===== config.mk =====
export PLATFORM = sky130hd
export DESIGN_NAME = sd_cmd_sequencer_flat
export DESIGN_NICKNAME = d
export VERILOG_FILES = /design/src/rtl/sd_cmd_sequencer_if.sv /design/src/rtl/sd_cmd_sequencer.sv /design/src/flat_wrapper.sv
export SDC_FILE = /design/constraint.sdc
export NUM_CORES = 1
export LEC_CHECK = 0
export CAP_MARGIN = 20
export CORE_MARGIN = 3
export CORE_UTILIZATION = 40
export CTS_CLUSTER_SIZE = 28
export DETAILED_ROUTE_END_ITERATION = 10
export PLACE_DENSITY = 0.66
export SYNTH_ARGS = -nofsm -noshare
export SYNTH_HDL_FRONTEND = slang
export SYNTH_SLANG_ARGS = --single-unit
export TNS_END_PERCENT = 50

===== constraint.sdc =====
create_clock -name i_clk -period 2.7 [get_ports i_clk]
set_input_delay 0.405 -clock i_clk [delete_from_list [all_inputs] [get_ports i_clk]]
set_output_delay 0.405 -clock i_clk [all_outputs]
set_load 0.01 [all_outputs]

===== src/rtl/sd_cmd_sequencer_if.sv =====
// sd_cmd_sequencer_if: groups the command, FIFO, SPI-master and response signals of the
// SD command sequencer.
//   master modport: the sequencer (drives cmd_ready, FIFO strobes, SPI controls, response)
//   slave modport : the surrounding system (controller, byte FIFO, SPI master)
//   cmd_*          : command request handshake and payload
//   fifo_*         : shared byte FIFO write/read port
//   spi_*          : SPI master start/length/status
//   resp_*, done, timeout_err : completed-command results
interface sd_cmd_sequencer_if;
  logic        cmd_valid;
  logic        cmd_ready;
  logic [5:0]  cmd_index;
  logic [31:0] cmd_arg;
  logic [2:0]  cmd_resp_len;

  logic        fifo_wr_en;
  logic [7:0]  fifo_wr_data;
  logic        fifo_rd_en;
  logic [7:0]  fifo_rd_data;

  logic        spi_start;
  logic [5:0]  spi_cmd_length;
  logic [5:0]  spi_response_length;
  logic        spi_busy;
  logic        spi_valid;

  logic [7:0]  resp_r1;
  logic [31:0] resp_ext;
  logic        done;
  logic        timeout_err;

  modport master (
    input  cmd_valid, cmd_index, cmd_arg, cmd_resp_len,
    input  fifo_rd_data, spi_busy, spi_valid,
    output cmd_ready, fifo_wr_en, fifo_wr_data, fifo_rd_en,
    output spi_start, spi_cmd_length, spi_response_length,
    output resp_r1, resp_ext, done, timeout_err
  );

  modport slave (
    output cmd_valid, cmd_index, cmd_arg, cmd_resp_len,
    output fifo_rd_data, spi_busy, spi_valid,
    input  cmd_ready, fifo_wr_en, fifo_wr_data, fifo_rd_en,
    input  spi_start, spi_cmd_length, spi_response_length,
    input  resp_r1, resp_ext, done, timeout_err
  );
endinterface


===== src/rtl/sd_cmd_sequencer.sv =====
// sd_cmd_sequencer: upstream command stage for the SD-card SPI master.
// Accepts a command (index, 32-bit argument, response length), writes the 6-byte SD SPI
// frame with CRC7 into the shared byte FIFO, starts the SPI master, waits for completion
// (with timeout), then pops the response bytes and presents R1 plus up to 4 extension bytes.
// Ports:
//   i_clk  : system clock
//   i_rst  : synchronous active-high reset
//   io_bus : sd_cmd_sequencer_if.master (command, FIFO, SPI and response signals)
module sd_cmd_sequencer #(
  parameter int unsigned TIMEOUT_CYCLES = 1000000,
  parameter int unsigned TS_WIDTH       = 20
) (
  input logic                i_clk,
  input logic                i_rst,
  sd_cmd_sequencer_if.master io_bus
);

  typedef enum logic [2:0] {
    StIdle,
    StLoad,
    StStart,
    StWait,
    StDrain,
    StDone
  } state_e;

  localparam logic [TS_WIDTH-1:0] TsLast = TS_WIDTH'(TIMEOUT_CYCLES - 1);

  state_e r_state;
  state_e w_state_next;

  logic                r_rdy_en;  // keeps cmd_ready low for the first cycle after reset
  logic [5:0]          r_index;
  logic [31:0]         r_arg;
  logic [2:0]          r_len;
  logic [2:0]          r_k;       // frame byte index in LOAD, capture index in DRAIN
  logic [6:0]          r_crc;
  logic [TS_WIDTH-1:0] r_tcnt;
  logic                r_phase;   // DRAIN: 0 = issue rd_en, 1 = capture byte
  logic [7:0]          r_r1;
  logic [31:0]         r_ext;
  logic                r_timeout;

  logic                w_accept;
  logic                w_tlast;
  logic [7:0]          w_byte;
  logic                w_cmd_ready;
  logic                w_wr_en;
  logic                w_rd_en;
  logic                w_start;
  logic                w_done;

  // CRC7 (x^7 + x^3 + 1), MSB first, one whole byte per call.
  function automatic logic [6:0] crc7_byte(input logic [6:0] crc, input logic [7:0] data);
    logic [6:0] c;
    logic       fb;
    c = crc;
    for (int i = 7; i >= 0; i--) begin
      fb = c[6] ^ data[i];
      c  = {c[5:0], 1'b0};
      if (fb) c = c ^ 7'h09;
    end
    return c;
  endfunction

  assign w_accept = (r_state == StIdle) && r_rdy_en && io_bus.cmd_valid;
  assign w_tlast  = (r_tcnt == TsLast);

  // Frame byte for the current LOAD index; the last byte carries the accumulated CRC.
  always_comb begin
    w_byte = 8'h00;
    unique case (r_k)
      3'd0:    w_byte = {2'b01, r_index};
      3'd1:    w_byte = r_arg[31:24];
      3'd2:    w_byte = r_arg[23:16];
      3'd3:    w_byte = r_arg[15:8];
      3'd4:    w_byte = r_arg[7:0];
      3'd5:    w_byte = {r_crc, 1'b1};
      default: w_byte = 8'h00;
    endcase
  end

  // Next-state and decoded outputs.
  always_comb begin
    w_state_next = r_state;
    w_cmd_ready  = 1'b0;
    w_wr_en      = 1'b0;
    w_rd_en      = 1'b0;
    w_start      = 1'b0;
    w_done       = 1'b0;
    unique case (r_state)
      StIdle: begin
        w_cmd_ready = r_rdy_en;
        if (w_accept) w_state_next = StLoad;
      end
      StLoad: begin
        w_wr_en = 1'b1;
        if (r_k == 3'd5) w_state_next = StStart;
      end
      StStart: begin
        // Held high until the master reports busy; it only samples start on its SCK tick.
        w_start = 1'b1;
        if (io_bus.spi_busy) w_state_next = StWait;
        else if (w_tlast)    w_state_next = StDone;
      end
      StWait: begin
        // spi_valid takes priority over a coincident timeout.
        if (io_bus.spi_valid) w_state_next = (r_len == 3'd0) ? StDone : StDrain;
        else if (w_tlast)     w_state_next = StDone;
      end
      StDrain: begin
        w_rd_en = ~r_phase;
        if (r_phase && (r_k == r_len - 3'd1)) w_state_next = StDone;
      end
      StDone: begin
        w_done       = 1'b1;
        w_state_next = StIdle;
      end
      default: w_state_next = StIdle;
    endcase
  end

  always_ff @(posedge i_clk) begin
    if (i_rst) r_state <= StIdle;
    else       r_state <= w_state_next;
  end

  // Datapath registers.
  always_ff @(posedge i_clk) begin
    if (i_rst) begin
      r_rdy_en  <= 1'b0;
      r_index   <= '0;
      r_arg     <= '0;
      r_len     <= '0;
      r_k       <= '0;
      r_crc     <= '0;
      r_tcnt    <= '0;
      r_phase   <= 1'b0;
      r_r1      <= 8'hFF;
      r_ext     <= '0;
      r_timeout <= 1'b0;
    end else begin
      r_rdy_en <= 1'b1;
      unique case (r_state)
        StIdle: begin
          if (w_accept) begin
            r_index   <= io_bus.cmd_index;
            r_arg     <= io_bus.cmd_arg;
            r_len     <= (io_bus.cmd_resp_len > 3'd5) ? 3'd5 : io_bus.cmd_resp_len;
            r_r1      <= 8'hFF;
            r_ext     <= '0;
            r_k       <= '0;
            r_crc     <= '0;
            r_timeout <= 1'b0;
          end
        end
        StLoad: begin
          if (r_k != 3'd5) r_crc <= crc7_byte(r_crc, w_byte);
          r_k    <= r_k + 3'd1;
          r_tcnt <= '0;
        end
        StStart: begin
          if (io_bus.spi_busy) r_tcnt    <= '0;
          else if (w_tlast)    r_timeout <= 1'b1;
          else                 r_tcnt    <= r_tcnt + 1'b1;
        end
        StWait: begin
          if (io_bus.spi_valid) begin
            r_k     <= '0;
            r_phase <= 1'b0;
          end else if (w_tlast) begin
            r_timeout <= 1'b1;
          end else begin
            r_tcnt <= r_tcnt + 1'b1;
          end
        end
        StDrain: begin
          r_phase <= ~r_phase;
          if (r_phase) begin
            // Byte j of the response lands in resp_ext[39-8j -: 8]; byte 0 is R1.
            unique case (r_k)
              3'd0:    r_r1          <= io_bus.fifo_rd_data;
              3'd1:    r_ext[31:24]  <= io_bus.fifo_rd_data;
              3'd2:    r_ext[23:16]  <= io_bus.fifo_rd_data;
              3'd3:    r_ext[15:8]   <= io_bus.fifo_rd_data;
              3'd4:    r_ext[7:0]    <= io_bus.fifo_rd_data;
              default: ;
            endcase
            r_k <= r_k + 3'd1;
          end
        end
        default: ;
      endcase
    end
  end

  assign io_bus.cmd_ready           = w_cmd_ready;
  assign io_bus.fifo_wr_en          = w_wr_en;
  assign io_bus.fifo_wr_data        = w_wr_en ? w_byte : 8'h00;
  assign io_bus.fifo_rd_en          = w_rd_en;
  assign io_bus.spi_start           = w_start;
  assign io_bus.spi_cmd_length      = (r_state != StIdle) ? 6'd6 : 6'd0;
  assign io_bus.spi_response_length = (r_state != StIdle) ? {3'b000, r_len} : 6'd0;
  assign io_bus.resp_r1             = r_r1;
  assign io_bus.resp_ext            = r_ext;
  assign io_bus.done                = w_done;
  assign io_bus.timeout_err         = r_timeout;

endmodule


===== src/flat_wrapper.sv =====
// flat-port wrapper written by rule: the top's interface ports become plain ports
module sd_cmd_sequencer_flat 
#(
  parameter int unsigned TIMEOUT_CYCLES = 1000000,
  parameter int unsigned TS_WIDTH       = 20
)
  (i_clk, i_rst, io_bus_cmd_valid, io_bus_cmd_index, io_bus_cmd_arg, io_bus_cmd_resp_len, io_bus_fifo_rd_data, io_bus_spi_busy, io_bus_spi_valid, io_bus_cmd_ready, io_bus_fifo_wr_en, io_bus_fifo_wr_data, io_bus_fifo_rd_en, io_bus_spi_start, io_bus_spi_cmd_length, io_bus_spi_response_length, io_bus_resp_r1, io_bus_resp_ext, io_bus_done, io_bus_timeout_err);
  sd_cmd_sequencer_if io_bus_i ();
  input logic i_clk;
  input logic i_rst;
  input wire logic [$bits(io_bus_i.cmd_valid)-1:0] io_bus_cmd_valid;
  input wire logic [$bits(io_bus_i.cmd_index)-1:0] io_bus_cmd_index;
  input wire logic [$bits(io_bus_i.cmd_arg)-1:0] io_bus_cmd_arg;
  input wire logic [$bits(io_bus_i.cmd_resp_len)-1:0] io_bus_cmd_resp_len;
  input wire logic [$bits(io_bus_i.fifo_rd_data)-1:0] io_bus_fifo_rd_data;
  input wire logic [$bits(io_bus_i.spi_busy)-1:0] io_bus_spi_busy;
  input wire logic [$bits(io_bus_i.spi_valid)-1:0] io_bus_spi_valid;
  output wire logic [$bits(io_bus_i.cmd_ready)-1:0] io_bus_cmd_ready;
  output wire logic [$bits(io_bus_i.fifo_wr_en)-1:0] io_bus_fifo_wr_en;
  output wire logic [$bits(io_bus_i.fifo_wr_data)-1:0] io_bus_fifo_wr_data;
  output wire logic [$bits(io_bus_i.fifo_rd_en)-1:0] io_bus_fifo_rd_en;
  output wire logic [$bits(io_bus_i.spi_start)-1:0] io_bus_spi_start;
  output wire logic [$bits(io_bus_i.spi_cmd_length)-1:0] io_bus_spi_cmd_length;
  output wire logic [$bits(io_bus_i.spi_response_length)-1:0] io_bus_spi_response_length;
  output wire logic [$bits(io_bus_i.resp_r1)-1:0] io_bus_resp_r1;
  output wire logic [$bits(io_bus_i.resp_ext)-1:0] io_bus_resp_ext;
  output wire logic [$bits(io_bus_i.done)-1:0] io_bus_done;
  output wire logic [$bits(io_bus_i.timeout_err)-1:0] io_bus_timeout_err;
  assign io_bus_i.cmd_valid = io_bus_cmd_valid;
  assign io_bus_i.cmd_index = io_bus_cmd_index;
  assign io_bus_i.cmd_arg = io_bus_cmd_arg;
  assign io_bus_i.cmd_resp_len = io_bus_cmd_resp_len;
  assign io_bus_i.fifo_rd_data = io_bus_fifo_rd_data;
  assign io_bus_i.spi_busy = io_bus_spi_busy;
  assign io_bus_i.spi_valid = io_bus_spi_valid;
  assign io_bus_cmd_ready = io_bus_i.cmd_ready;
  assign io_bus_fifo_wr_en = io_bus_i.fifo_wr_en;
  assign io_bus_fifo_wr_data = io_bus_i.fifo_wr_data;
  assign io_bus_fifo_rd_en = io_bus_i.fifo_rd_en;
  assign io_bus_spi_start = io_bus_i.spi_start;
  assign io_bus_spi_cmd_length = io_bus_i.spi_cmd_length;
  assign io_bus_spi_response_length = io_bus_i.spi_response_length;
  assign io_bus_resp_r1 = io_bus_i.resp_r1;
  assign io_bus_resp_ext = io_bus_i.resp_ext;
  assign io_bus_done = io_bus_i.done;
  assign io_bus_timeout_err = io_bus_i.timeout_err;
  sd_cmd_sequencer #(.TIMEOUT_CYCLES(TIMEOUT_CYCLES), .TS_WIDTH(TS_WIDTH)) u_core (.i_clk(i_clk), .i_rst(i_rst), .io_bus(io_bus_i));
endmodule

==> impl_metrics.json <==
{
  "outcome": "complete, no violations",
  "hold_buffers": 0,
  "period_share_pct": 99.60,
  "io_pins": 120,
  "ant_nets": 0,
  "seqPwrFrac_pct": 33.5,
  "ys_top_cells_by_count": "nand2_1 (134), dfxtp_1 (117), a21oi_1 (106), nor2_1 (65), nand3_1 (41)",
  "tritoncts": "done",
  "grt.overflow.total": 0,
  "rsz0062_at_grt": "true",
  "via_per_inst": 5.274,
  "synth_top_area_share_pct": 42.97,
  "drt-total-wl_mm": 15.47,
  "die_width_um": 122.7,
  "slew_viol_final": 0,
  "finalSetupViolCount": 0,
  "groute.usage.overall_pct": 20.82,
  "antenna_found_initial": 0,
  "cap_violations": 0,
  "ir_worst_vdd_v": 0.0004867,
  "p_int_uw": 4115,
  "design.core.area_sq_mm": 0.01330,
  "row_count": 42,
  "first_global_vias": 5001,
  "yosysSeqAreaShare_pct": 42.97,
  "clock_power_share_pct": 41.1,
  "clock.fmax_mhz": 371.9,
  "relSlewSlack_pct": 54.30,
  "grt_max_degree": 68,
  "cts_sinks": 117,
  "finalCriticalPeriod_ns": 2.689,
  "synth.most_common_cell": "nand2_1",
  "netlist_area_sq_mm": 0.005451,
  "vias": 5221,
  "cts_root_buf": "clkbuf_16",
  "final_area_sq_mm": 0.007518,
  "placed_area_sq_mm": 0.006688,
  "cp-start-kind": "flop",
  "synth_edf_count": 0,
  "ff2ff_path_depth": 9,
  "netSwitchingPower_uw": 1823,
  "first_iter_violations": 448,
  "cts_htree_levels": 4,
  "fin_tns_setup_ns": 0,
  "power_uw": 5938,
  "start_util_pct": 41.00,
  "total_leakage_power_uw": 0.002703,
  "power.share.switching_pct": 30.69,
  "endpoint_kind": "output port",
  "cts_buffer_depth": 2,
  "clock_skew_ns": 0.007725,
  "clk-insertion-delay-late_ns": 0.42,
  "grt_pass1_wl_mm": 24.61,
  "hp-class": "in2reg",
  "drive_gt1_share_pct": 11.43,
  "p_per_area_mw_per_mm2": 789.7,
  "portBuffers": 112,
  "synth_area_leaders": "dfxtp_1 (43%), a21oi_1 (9.7%), nand2_1 (9.2%), nor2_1 (4.5%), nand3_1 (3.8%)",
  "yosys.area.top_type": "dfxtp_1",
  "hold_viol": 0,
  "cts_buffers": 17,
  "crit_fanout": 5,
  "nFillCells": 1234,
  "pre_cts_ws_ns": 0.05057,
  "syn_area_per_cell_sq_um": 7.821,
  "gp_congestion": 0.8875,
  "tightestPinTransition_ns": 0.6856,
  "post-dp-hpwl_mm": 10.68,
  "ys_ff_latch": 117,
  "synth_cells": 697,
  "drc": 0,
  "cp.required_ns": 2.30,
  "area_growth_pct": 37.92,
  "cp_data_arrival_time_ns": 2.28,
  "first_pass_iters": 5,
  "ys_dominant_reg_cell": "dfxtp_1",
  "die_area_sq_mm": 0.01507,
  "p_comb_share_pct": 25.4,
  "avgRoutedWirePerCell_um": 15.63,
  "crit_type": "reg2out",
  "layout.nets": 864,
  "async_flop_share_pct": 0,
  "synth.distinct_cells": 58,
  "diodes": 0,
  "whs_path_depth": 2,
  "worst_slack_ns": 0.01080,
  "yosysWarnings": 0,
  "fp.dieH_um": 122.7,
  "cts.clk_slew.worst_paths_ns": 0.06
}
-- state kept, by name (all words and copies together), names as in the netlist --
signal and flops:
u_core.r_rdy_en 1, u_core.io_bus.resp_ext 32, u_core.io_bus.resp_r1 8, u_core.r_len 3
u_core.r_k 3, u_core.r_crc 7, u_core.r_tcnt 20, u_core.r_arg 32
u_core.r_index 6, u_core.r_phase 1, u_core.io_bus.timeout_err 1, u_core.r_state 3
-- logic make-up (layout without fill, tap and decap cells) --
family / count (synthesis) / in the layout / synth area share (%)
muxes: 6 / 6 / 1.285
and+or+nand+nor: 298 / 298 / 24.37
adders and majority gates: 9 / 9 / 2.066
xor gates and xnor gates: 30 / 30 / 4.820
other: 1 / 7 / 0.06879
DFF: 117 / 117 / 42.97
buffers and inverters: 64 / 174 / 5.692
AOI/OAI and AO/OA: 172 / 173 / 18.73
-- final timing paths --
kind	slack [ns]	startpoint	end
worst max-delay path	0.01	u_core.r_k[0]	io_bus_fifo_wr_data[6]
worst min register to register	0.45	u_core.io_bus.resp_ext[25]	u_core.io_bus.resp_ext[25]
worst max register to register	0.30	u_core.r_k[0]	u_core.r_crc[5]
worst min-delay path	0.44	i_rst	u_core.r_tcnt[6]
-- per-stage QoR --
step	utilization [%]	hold slack [ns]	std cells
after floorplan	-	0.4312	703
after global placement	50.30	0.4427	956
after detailed placement	50.30	0.4469	956
after CTS	56.10	0.4374	990
after global routing	56.55	0.4667	990
final	56.55	0.4410	990
-- routing by layer --
layer / wire, um / vias to the layer above / share of wire, % / GRT usage [%]
li1: - / 2601 / - / -
met1: 6909 / 2432 / 45 / 26.12
met2: 7399 / 166 / 48 / 34.34
met3: 940 / 22 / 6.1 / 6.452
met4: 225 / 0 / 1.5 / 6.228
met5: 0 / - / 0 / 0
-- power by group through the flow --
stage,Clock [uW],Sequential (uW),Combinational [uW]
global route,2560,2010,1660
floorplan,0,1960,1030
CTS,2470,1980,1500
global placement,0,2010,1420
finish,2440,1990,1510
detailed placement,0,2010,1450
-- placed cells by master (no fill, tap or decap), types with 4 or more instances in the layout --
cell type and instances:
nand2_1 134, dfxtp_1 115, clkdlybuf4s50_1 104, a21oi_1 98, nor2_1 65, nand3_1 40, o21ai_0 22, xnor2_1 19
clkbuf_16 17, buf_4 14, a22o_1 13, nor3_1 13, xor2_1 11, inv_1 10, nand4_1 8, and2_1 7
conb_1 7, a221oi_2 6, a21oi_2 6, a21oi_4 4, mux2_2 4, and3_1 4, a211oi_1 4, ha_1 4
ha_4 4, bufinv_16 4
-- cell type report --
type,count,area (sq um),area share [%]
Multi-Input combinational cell,523,2983,39.67
Sequential cell,117,2347,31.22
Timing Repair Buffer,129,1271,16.91
Clock buffer,19,452.9,6.024
Tap cell,176,220.2,2.929
Clock inverter,13,195.2,2.596
Inverter,13,48.80,0.6490
-- critical path, stage by stage, from the launching register on --
cell and delay (ns):
dfxtp_4 0.39, inv_1 0.12, ha_4 0.20, a2111o_2 0.50
nand2_1 0.12, nor2_1 0.05, clkdlybuf4s50_1 0.48
-- timing repair --
item                                    CTS  global route
resized for setup                        27            16
cloned                                    1             0
setup buffers                             1             0
pin swaps                                 2             1
endpoints found under the setup margin    8             7
hold endpoints to repair                  0             0
Power figures use the tool's default switching activity.
